===== src/rtl/result_queue_pkg.sv =====
// Shared definitions for the detection result queue: default geometry,
// the packed result-entry layout and small arithmetic helpers.
package pkg_resultQueue;

  localparam int DEPTH_DEF = 64;
  localparam int XW_DEF    = 10;
  localparam int YW_DEF    = 10;
  localparam int SW_DEF    = 16;
  localparam int PTR_W     = $clog2(DEPTH_DEF);
  localparam int ENTRY_W   = XW_DEF + YW_DEF + SW_DEF;

  // Entry as presented on rd_data: scale in the MSBs, x in the LSBs.
  typedef struct packed {
    logic [SW_DEF-1:0] scale;
    logic [YW_DEF-1:0] y;
    logic [XW_DEF-1:0] x;
  } result_entry_t;

  function automatic logic [15:0] sat_inc16(input logic [15:0] v);
    logic [15:0] r;
    if (v == 16'hFFFF) begin
      r = v;
    end else begin
      r = v + 16'd1;
    end
    return r;
  endfunction

endpackage


===== src/rtl/result_queue_ram.sv =====
// Simple dual-port storage for the result queue: one write port and one
// registered read port, written in a shape that maps onto block RAM.
module result_queue_ram #(
  parameter int DW = 36,
  parameter int AW = 6
) (
  input  logic          clk,
  input  logic          resetn,
  input  logic          we,
  input  logic [AW-1:0] waddr,
  input  logic [DW-1:0] wdata,
  input  logic          re,
  input  logic [AW-1:0] raddr,
  output logic [DW-1:0] rdata
);

  logic [DW-1:0] mem [0:(1<<AW)-1];
  logic [DW-1:0] rdata_q;

  // Array write; contents are deliberately left unreset.
  always_ff @(posedge clk) begin
    if (we) begin
      mem[waddr] <= wdata;
    end
  end

  // Output register holds its value between pops; only it sees reset.
  always_ff @(posedge clk) begin
    if (!resetn) begin
      rdata_q <= {DW{1'b0}};
    end else if (re) begin
      rdata_q <= mem[raddr];
    end
  end

  assign rdata = rdata_q;

endmodule


===== src/rtl/result_queue.sv =====
// FIFO of detection results {scale,y,x} between the result store and the
// host, with occupancy, sticky overflow and a saturating accepted-write count.
module result_queue
  import pkg_resultQueue::*;
#(
  parameter int DEPTH = DEPTH_DEF,
  parameter int XW    = XW_DEF,
  parameter int YW    = YW_DEF,
  parameter int SW    = SW_DEF
) (
  input  logic                    clk,
  input  logic                    resetn,
  input  logic                    wr_valid,
  input  logic [XW-1:0]           wr_x,
  input  logic [YW-1:0]           wr_y,
  input  logic [SW-1:0]           wr_scale,
  output logic                    wr_ready,
  input  logic                    clear,
  input  logic                    rd_en,
  output logic                    rd_valid,
  output logic [XW+YW+SW-1:0]     rd_data,
  output logic [$clog2(DEPTH):0]  count,
  output logic                    overflow,
  output logic [15:0]             total
);

  localparam int AW = $clog2(DEPTH);
  localparam int CW = AW + 1;
  localparam int DW = XW + YW + SW;
  localparam logic [CW-1:0] FULL_CNT = CW'(DEPTH);
  localparam logic [CW-1:0] CNT_ONE  = CW'(1);
  localparam logic [AW-1:0] PTR_ONE  = AW'(1);

  logic [AW-1:0] wptr_q, wptr_d, rptr_q, rptr_d;
  logic [CW-1:0] count_q, count_d;
  logic [15:0]   total_q, total_d;
  logic          overflow_q, overflow_d;
  logic          rd_valid_q, rd_valid_d;
  logic          wr_acc_s, rd_acc_s;

  assign wr_ready = (count_q != FULL_CNT);

  // Acceptance uses the pre-cycle count, so an empty queue never forwards
  // a same-cycle write to a pop; clear suppresses both sides.
  always_comb begin
    wr_acc_s   = wr_valid && wr_ready && !clear;
    rd_acc_s   = rd_en && (count_q != {CW{1'b0}}) && !clear;
    wptr_d     = wptr_q;
    rptr_d     = rptr_q;
    count_d    = count_q;
    total_d    = total_q;
    overflow_d = overflow_q;
    rd_valid_d = 1'b0;
    if (clear) begin
      wptr_d     = {AW{1'b0}};
      rptr_d     = {AW{1'b0}};
      count_d    = {CW{1'b0}};
      total_d    = 16'd0;
      overflow_d = 1'b0;
    end else begin
      if (wr_acc_s) begin
        wptr_d  = wptr_q + PTR_ONE;
        total_d = sat_inc16(total_q);
      end else begin
        wptr_d  = wptr_q;
      end
      if (rd_acc_s) begin
        rptr_d = rptr_q + PTR_ONE;
      end else begin
        rptr_d = rptr_q;
      end
      case ({wr_acc_s, rd_acc_s})
        2'b10:   count_d = count_q + CNT_ONE;
        2'b01:   count_d = count_q - CNT_ONE;
        default: count_d = count_q;
      endcase
      overflow_d = overflow_q | (wr_valid && !wr_ready);
      rd_valid_d = rd_acc_s;
    end
  end

  // Control state register.
  always_ff @(posedge clk) begin
    if (!resetn) begin
      wptr_q     <= {AW{1'b0}};
      rptr_q     <= {AW{1'b0}};
      count_q    <= {CW{1'b0}};
      total_q    <= 16'd0;
      overflow_q <= 1'b0;
      rd_valid_q <= 1'b0;
    end else begin
      wptr_q     <= wptr_d;
      rptr_q     <= rptr_d;
      count_q    <= count_d;
      total_q    <= total_d;
      overflow_q <= overflow_d;
      rd_valid_q <= rd_valid_d;
    end
  end

  result_queue_ram #(
    .DW(DW),
    .AW(AW)
  ) u_ram (
    .clk   (clk),
    .resetn(resetn),
    .we    (wr_acc_s),
    .waddr (wptr_q),
    .wdata ({wr_scale, wr_y, wr_x}),
    .re    (rd_acc_s),
    .raddr (rptr_q),
    .rdata (rd_data)
  );

  assign rd_valid = rd_valid_q;
  assign count    = count_q;
  assign overflow = overflow_q;
  assign total    = total_q;

endmodule


===== config.mk =====
export PLATFORM = sky130hd
export DESIGN_NAME = result_queue
export DESIGN_NICKNAME = d
export VERILOG_FILES = /design/src/rtl/result_queue_pkg.sv /design/src/rtl/result_queue_ram.sv /design/src/rtl/result_queue.sv
export SDC_FILE = /design/constraint.sdc
export NUM_CORES = 2
export LEC_CHECK = 0
export ABC_AREA = 1
export BUFFER_PORTS_ARGS = -buffer_cell sky130_fd_sc_hd__buf_2
export CORE_MARGIN = 2
export CORE_UTILIZATION = 55
export CTS_CLUSTER_SIZE = 8
export DETAILED_ROUTE_END_ITERATION = 10
export GPL_TIMING_DRIVEN = 1
export PLACE_DENSITY = 0.71
export SLEW_MARGIN = 20
export SYNTH_ARGS = -nofsm -noshare
export SYNTH_HDL_FRONTEND = slang
export SYNTH_SLANG_ARGS = --single-unit

===== constraint.sdc =====
create_clock -name clk -period 9.45 [get_ports clk]
set_clock_uncertainty 0.2 [all_clocks]
set_input_delay 2.835 -clock clk [delete_from_list [all_inputs] [get_ports clk]]
set_output_delay 2.835 -clock clk [all_outputs]
set_load 0.05 [all_outputs]

[Word level (Yosys, flattened, before mapping)]
Memory sizes are Yosys's and may differ from the RTL's. A register that Yosys moved wholly into a read port is not among the register bits.
Cells that the tools add are included.
Storage, ports and cells
  register bits: 37
  bits in writable memories: 2304
  output and inout port bits: 62
  memories kept: 1
Memory list
  u_ram.mem: depth 64, width 36, read ports 1, clocked after Yosys merged registers in 1, write ports 1, RTL line result_queue_ram.sv:17  | logic [DW-1:0] mem [0:(1<<AW)-1];
Operators by class
  $add $sub $neg: 5
  equal/unequal tests: 4
  mux-type cells: 3
  bitwise operators: 3
  reductions and logical operators: 12
Operators with widths (number)
  $add A16 B1 Y16 const B: 1
  $eq A16 B16 Y1 const B: 1
  $pmux W7 S2: 1
  $add A6 B1 Y6 const B: 2
  $add A7 B1 Y7 const B: 1
  $ne A7 B7 Y1 const B: 1
  $reduce_bool A7 Y1: 1
  $sub A7 B1 Y7 const B: 1
  $logic_and A1 B1 Y1: 5
  $logic_not A1 Y1: 3
  $eq A2 B1 Y1 const B: 1
  $eq A2 B2 Y1 const B: 1
  $mux W1: 2
  $not A1 Y1: 2
  $reduce_and A2 Y1: 1
  $reduce_bool A2 Y1: 1
  $reduce_or A2 Y1: 1
  $or A1 B1 Y1: 1

[Longest topological paths before layout]
  depth in word-level cells: 5
  gate-level depth with buffers: 18
  mapped depth without buffers: 18

[Hierarchy]
Synthesis repeated with hierarchy kept, for this count alone.
Unflattened totals
  cells, all modules: 8046
  area total of the unflattened synthesis: 95765.6 sq um
Modules (own cells, without submodules)
  result_queue_ram: instances 1, cells an instance 7734, area an instance 93598.5 sq um
  result_queue: instances 1, cells an instance 312, area an instance 2167.1 sq um

[Worst setup path after synthesis]
OpenSTA, ideal clock, no wires.
  path kind: in2reg
  start point: input clear
  end point: memory u_ram.mem[55][0], enable pin
  setup time: 0.474 ns
  arrival: 5.835 ns
  slack: 2.941 ns
  stages on the path: 5
  buffers on the path: 0
  cell sequence: inv_1 > nand3_2 > nor2_1 > nand2_1 > nor3_1
Between the ends
  longest elaborated chain between the ends: 4
RTL lines
  from (decl): RTL line result_queue.sv:18  | input logic clear,
  $logic_not A1 Y1: RTL line result_queue.sv:46  | wr_acc_s = wr_valid && wr_ready && !clear;
  $logic_and A1 B1 Y1: RTL line result_queue.sv:46
  $mux W1: RTL line result_queue_ram.sv:22  | if (we) begin
  $mux W1 (implied by the code): RTL line result_queue_ram.sv:23  | mem[waddr] <= wdata;
  to (decl): RTL line result_queue_ram.sv:17
Every way passes these cells.

[Final worst setup path]
  start point: input clear
  end point: memory u_ram.mem[14][12], enable pin
Same word-level chain as after synthesis.

==> flow_metrics.env <==
export IMPL_ys_seq_elements=2377
export IMPL_grt_antenna_before_repair=20
export IMPL_viasPerCell=5.884
export IMPL_syn_cell_area_um2=98050
export IMPL_drt_iter0_drc=10170
export IMPL_wl_per_cell_um=25.09
export IMPL_cp_data_arrival_time_ns=5.83
export IMPL_worst_slew_pin_slew_ns=1.138
export IMPL_coreArea_um2=176700
export IMPL_critPathLaunchType="input pin"
export IMPL_grt_overflow_total=0
export IMPL_yosys_area_top_type="edfxtp_1"
export IMPL_cts_resized=0
export IMPL_wl_mm=287.1
export IMPL_fin_nets=9070
export IMPL_pin_count=103
export IMPL_clock_path_buffers=4
export IMPL_critPathLaunch="clear"
export IMPL_grt_max_degree=205
export IMPL_min_from="total[15]"
export IMPL_clk_pin_slew_worst_paths_ns=0.05
export IMPL_clock_latency_ns=0.95
export IMPL_slew_violations=0
export IMPL_cp_cell_sequence="buf_2, inv_1, nand3_2, inv_1, nand4_1, buf_4, nor2_4"
export IMPL_dieArea_um2=181700
export IMPL_p_leak_uw=0.04156
export IMPL_ys_types=31
export IMPL_track_usage_pct=31.28
export IMPL_ys_warn_count=0
export IMPL_cts_setup_buffers=0
export IMPL_fp_dieH_um=426.2
export IMPL_grt_pass1_vias=63380
export IMPL_clockRootBuffer="clkbuf_16"
export IMPL_ys_seq_area_share_pct=72.05
export IMPL_yosys_top_cells_area="edfxtp_1 71%, nand2_1 9.9%, nand3_1 4.9%, nor2_1 4.8%, o21ai_0 2.3%"
export IMPL_area_delta_synth_final_pct=13.08
export IMPL_rsz0062_at_grt="false"
export IMPL_syn_inst=8948
export IMPL_layout_common_cells="2595 x nand2_1, 2304 x edfxtp_1, 1198 x nor2_1"
export IMPL_crit_required_ns=9.81
export IMPL_port_buffers=102
export IMPL_path_max_fanout=36
export IMPL_ir_worst_vdd_v=0.0001595
export IMPL_r2r_start="rptr_q[2]"
export IMPL_critPathMaxStageDelay_ns=0.80
export IMPL_synth_avg_cell_area_um2=10.96
export IMPL_fmax_mhz=182.8
export IMPL_maxCapViolations=0
export IMPL_cts_num_sinks=2377
export IMPL_drive_above_1_share_pct=7.561
export IMPL_die_x_um=426.2
export IMPL_htree_levels=5
export IMPL_via_count=67340
export IMPL_cts_hold_buffers_added=0
export IMPL_cp_slowest_cell="nor2_4"
export IMPL_cpMostUsedCell="inv_1"
export IMPL_grt_pass1_wl_mm=414.9
export IMPL_fin_setup_tns_ns=0
export IMPL_outcome="finished, final reports clean"
export IMPL_syn_num_nets=8999
export IMPL_finalCritPeriodShare_pct=57.90
export IMPL_fin_cells=11440
export IMPL_dp_hpwl_mm=159.1
export IMPL_crit_type="input pin to register"
export IMPL_finalHoldViolations=0
export IMPL_hp_class="register to register"
export IMPL_initial_core_util_pct=55.49
export IMPL_worst_setup_path_end_kind="register"
export IMPL_power_density_nw_per_um2=211.1
export IMPL_setup_violations_final=0
export IMPL_route_detailed_drc=0
export IMPL_drt_first_pass_iters=6
export IMPL_place_congestion=0.9140
export IMPL_core_rowCount=154
export IMPL_dp_cells=10990
export IMPL_final_common_cell="nand2_1"
export IMPL_slew_headroom_pct=23.94
export IMPL_yosysTopAreaCellShare_pct=70.56
export IMPL_ant_nets=0
export IMPL_timing_final_crit_period_ns=5.472
export IMPL_tritoncts="done"
export IMPL_cts_buffers_inserted=347
==> per-layer routing <==
| metal | track usage (%) | up-vias | routed length [um] |
|---|---|---|---|
| li1 | - | 30170 | - |
| met5 | 0 | - | 67 |
| met3 | 5.823 | 693 | 30180 |
| met1 | 41.91 | 32370 | 106200 |
| met4 | 19.86 | 10 | 19870 |
| met2 | 47.49 | 4095 | 130800 |
==> report_power, final <==
| part | switching [uW] | internal, uW |
|---|---|---|
| registers | 47.4 | 11600 |
| clock network | 4180 | 6650 |
| logic | 747 | 174 |
| total | 4980 | 18400 |
==> cells in the mapped netlist <==
| master | number |
|---|---|
| nand3_2 | 1 |
| ha_1 | 9 |
| nand2_1 | 2596 |
| nor4_2 | 1 |
| buf_6 | 5 |
| nor4_1 | 1 |
| nand4_1 | 8 |
| o21ai_0 | 454 |
| nand3_1 | 952 |
| nand3b_1 | 1 |
| a21oi_1 | 178 |
| a211oi_1 | 1 |
| xor2_1 | 14 |
| nor3_1 | 9 |
| buf_1 | 65 |
| clkbuf_1 | 192 |
| buf_2 | 222 |
| buf_4 | 20 |
| o21bai_1 | 1 |
| nor3_2 | 1 |
| xnor2_1 | 3 |
| clkinv_1 | 2 |
| or2_2 | 19 |
| inv_1 | 533 |
| o211ai_1 | 19 |
| fa_1 | 1 |
| nor2_1 | 1259 |
| inv_2 | 3 |
| dfxtp_1 | 73 |
| nor3b_1 | 1 |
| edfxtp_1 | 2304 |
==> stage by stage <==
step | hold WS [ns] | worst slack [ns] | instance area (um2) | utilization, % | power (uW)
6_report | 0.2864 | 3.978 | 110900 | 62.75 | 23410
5_1_grt | 0.3164 | 3.944 | 110900 | 62.75 | 23970
4_1_cts | 0.2863 | 4.080 | 110500 | 62.52 | 23440
3_5_place_dp | 0.2781 | 3.101 | 101200 | 57.30 | 12750
3_3_place_gp | 0.2615 | 3.033 | 100600 | 56.91 | 12730
2_1_floorplan | 0.2917 | 2.941 | 98050 | - | 12260
==> worst max-delay path, delay by kind of cell <==
kind	cells	cell delay, ns
buf+inv	4	1.04
simple gates	3	1.90
==> logic make-up (layout without fill, tap and decap cells) <==
family | count (synthesis) | after routing | share of synthesized area [%]
other | 0 | 4 | 0
AND/OR/NAND/NOR | 4849 | 4849 | 19.89
adder cells (fa/ha/maj) | 10 | 10 | 0.1353
XOR/XNOR | 17 | 17 | 0.1519
buffers and inverters | 1042 | 1193 | 4.387
AO/OA/AOI/OAI | 653 | 653 | 3.387
flip-flops | 2377 | 2377 | 72.05
==> final timing paths <==
kind / endpoint / cells after the start / slack [ns]
setup / recovery: u_ram.mem[14][12] / 7 / 3.98
hold / removal: total[15] / 2 / 0.29
setup reg to reg: u_ram.rdata[3] / 12 / 4.91
hold reg to reg: total[15] / 2 / 0.29
==> state kept, by name, summed over array words and instances (netlist names) <==
signal       cells
u_ram.mem     2304
count            7
total           16
wptr_q           6
overflow         1
rd_valid         1
u_ram.rdata     36
rptr_q           6
==> cell type report <==
| cell class | instances | area [um2] |
|---|---|---|
| Clock inverter | 8 | 108.9 |
| Fill cell | 13020 | 65810 |
| Sequential cell | 2377 | 70660 |
| Multi-Input combinational cell | 5529 | 23590 |
| Inverter | 538 | 2052 |
| Antenna cell | 4 | 10.01 |
| Tap cell | 2340 | 2928 |
| Clock buffer | 421 | 9110 |
| Timing Repair Buffer | 226 | 2420 |
(Power assumes the default switching activity.)
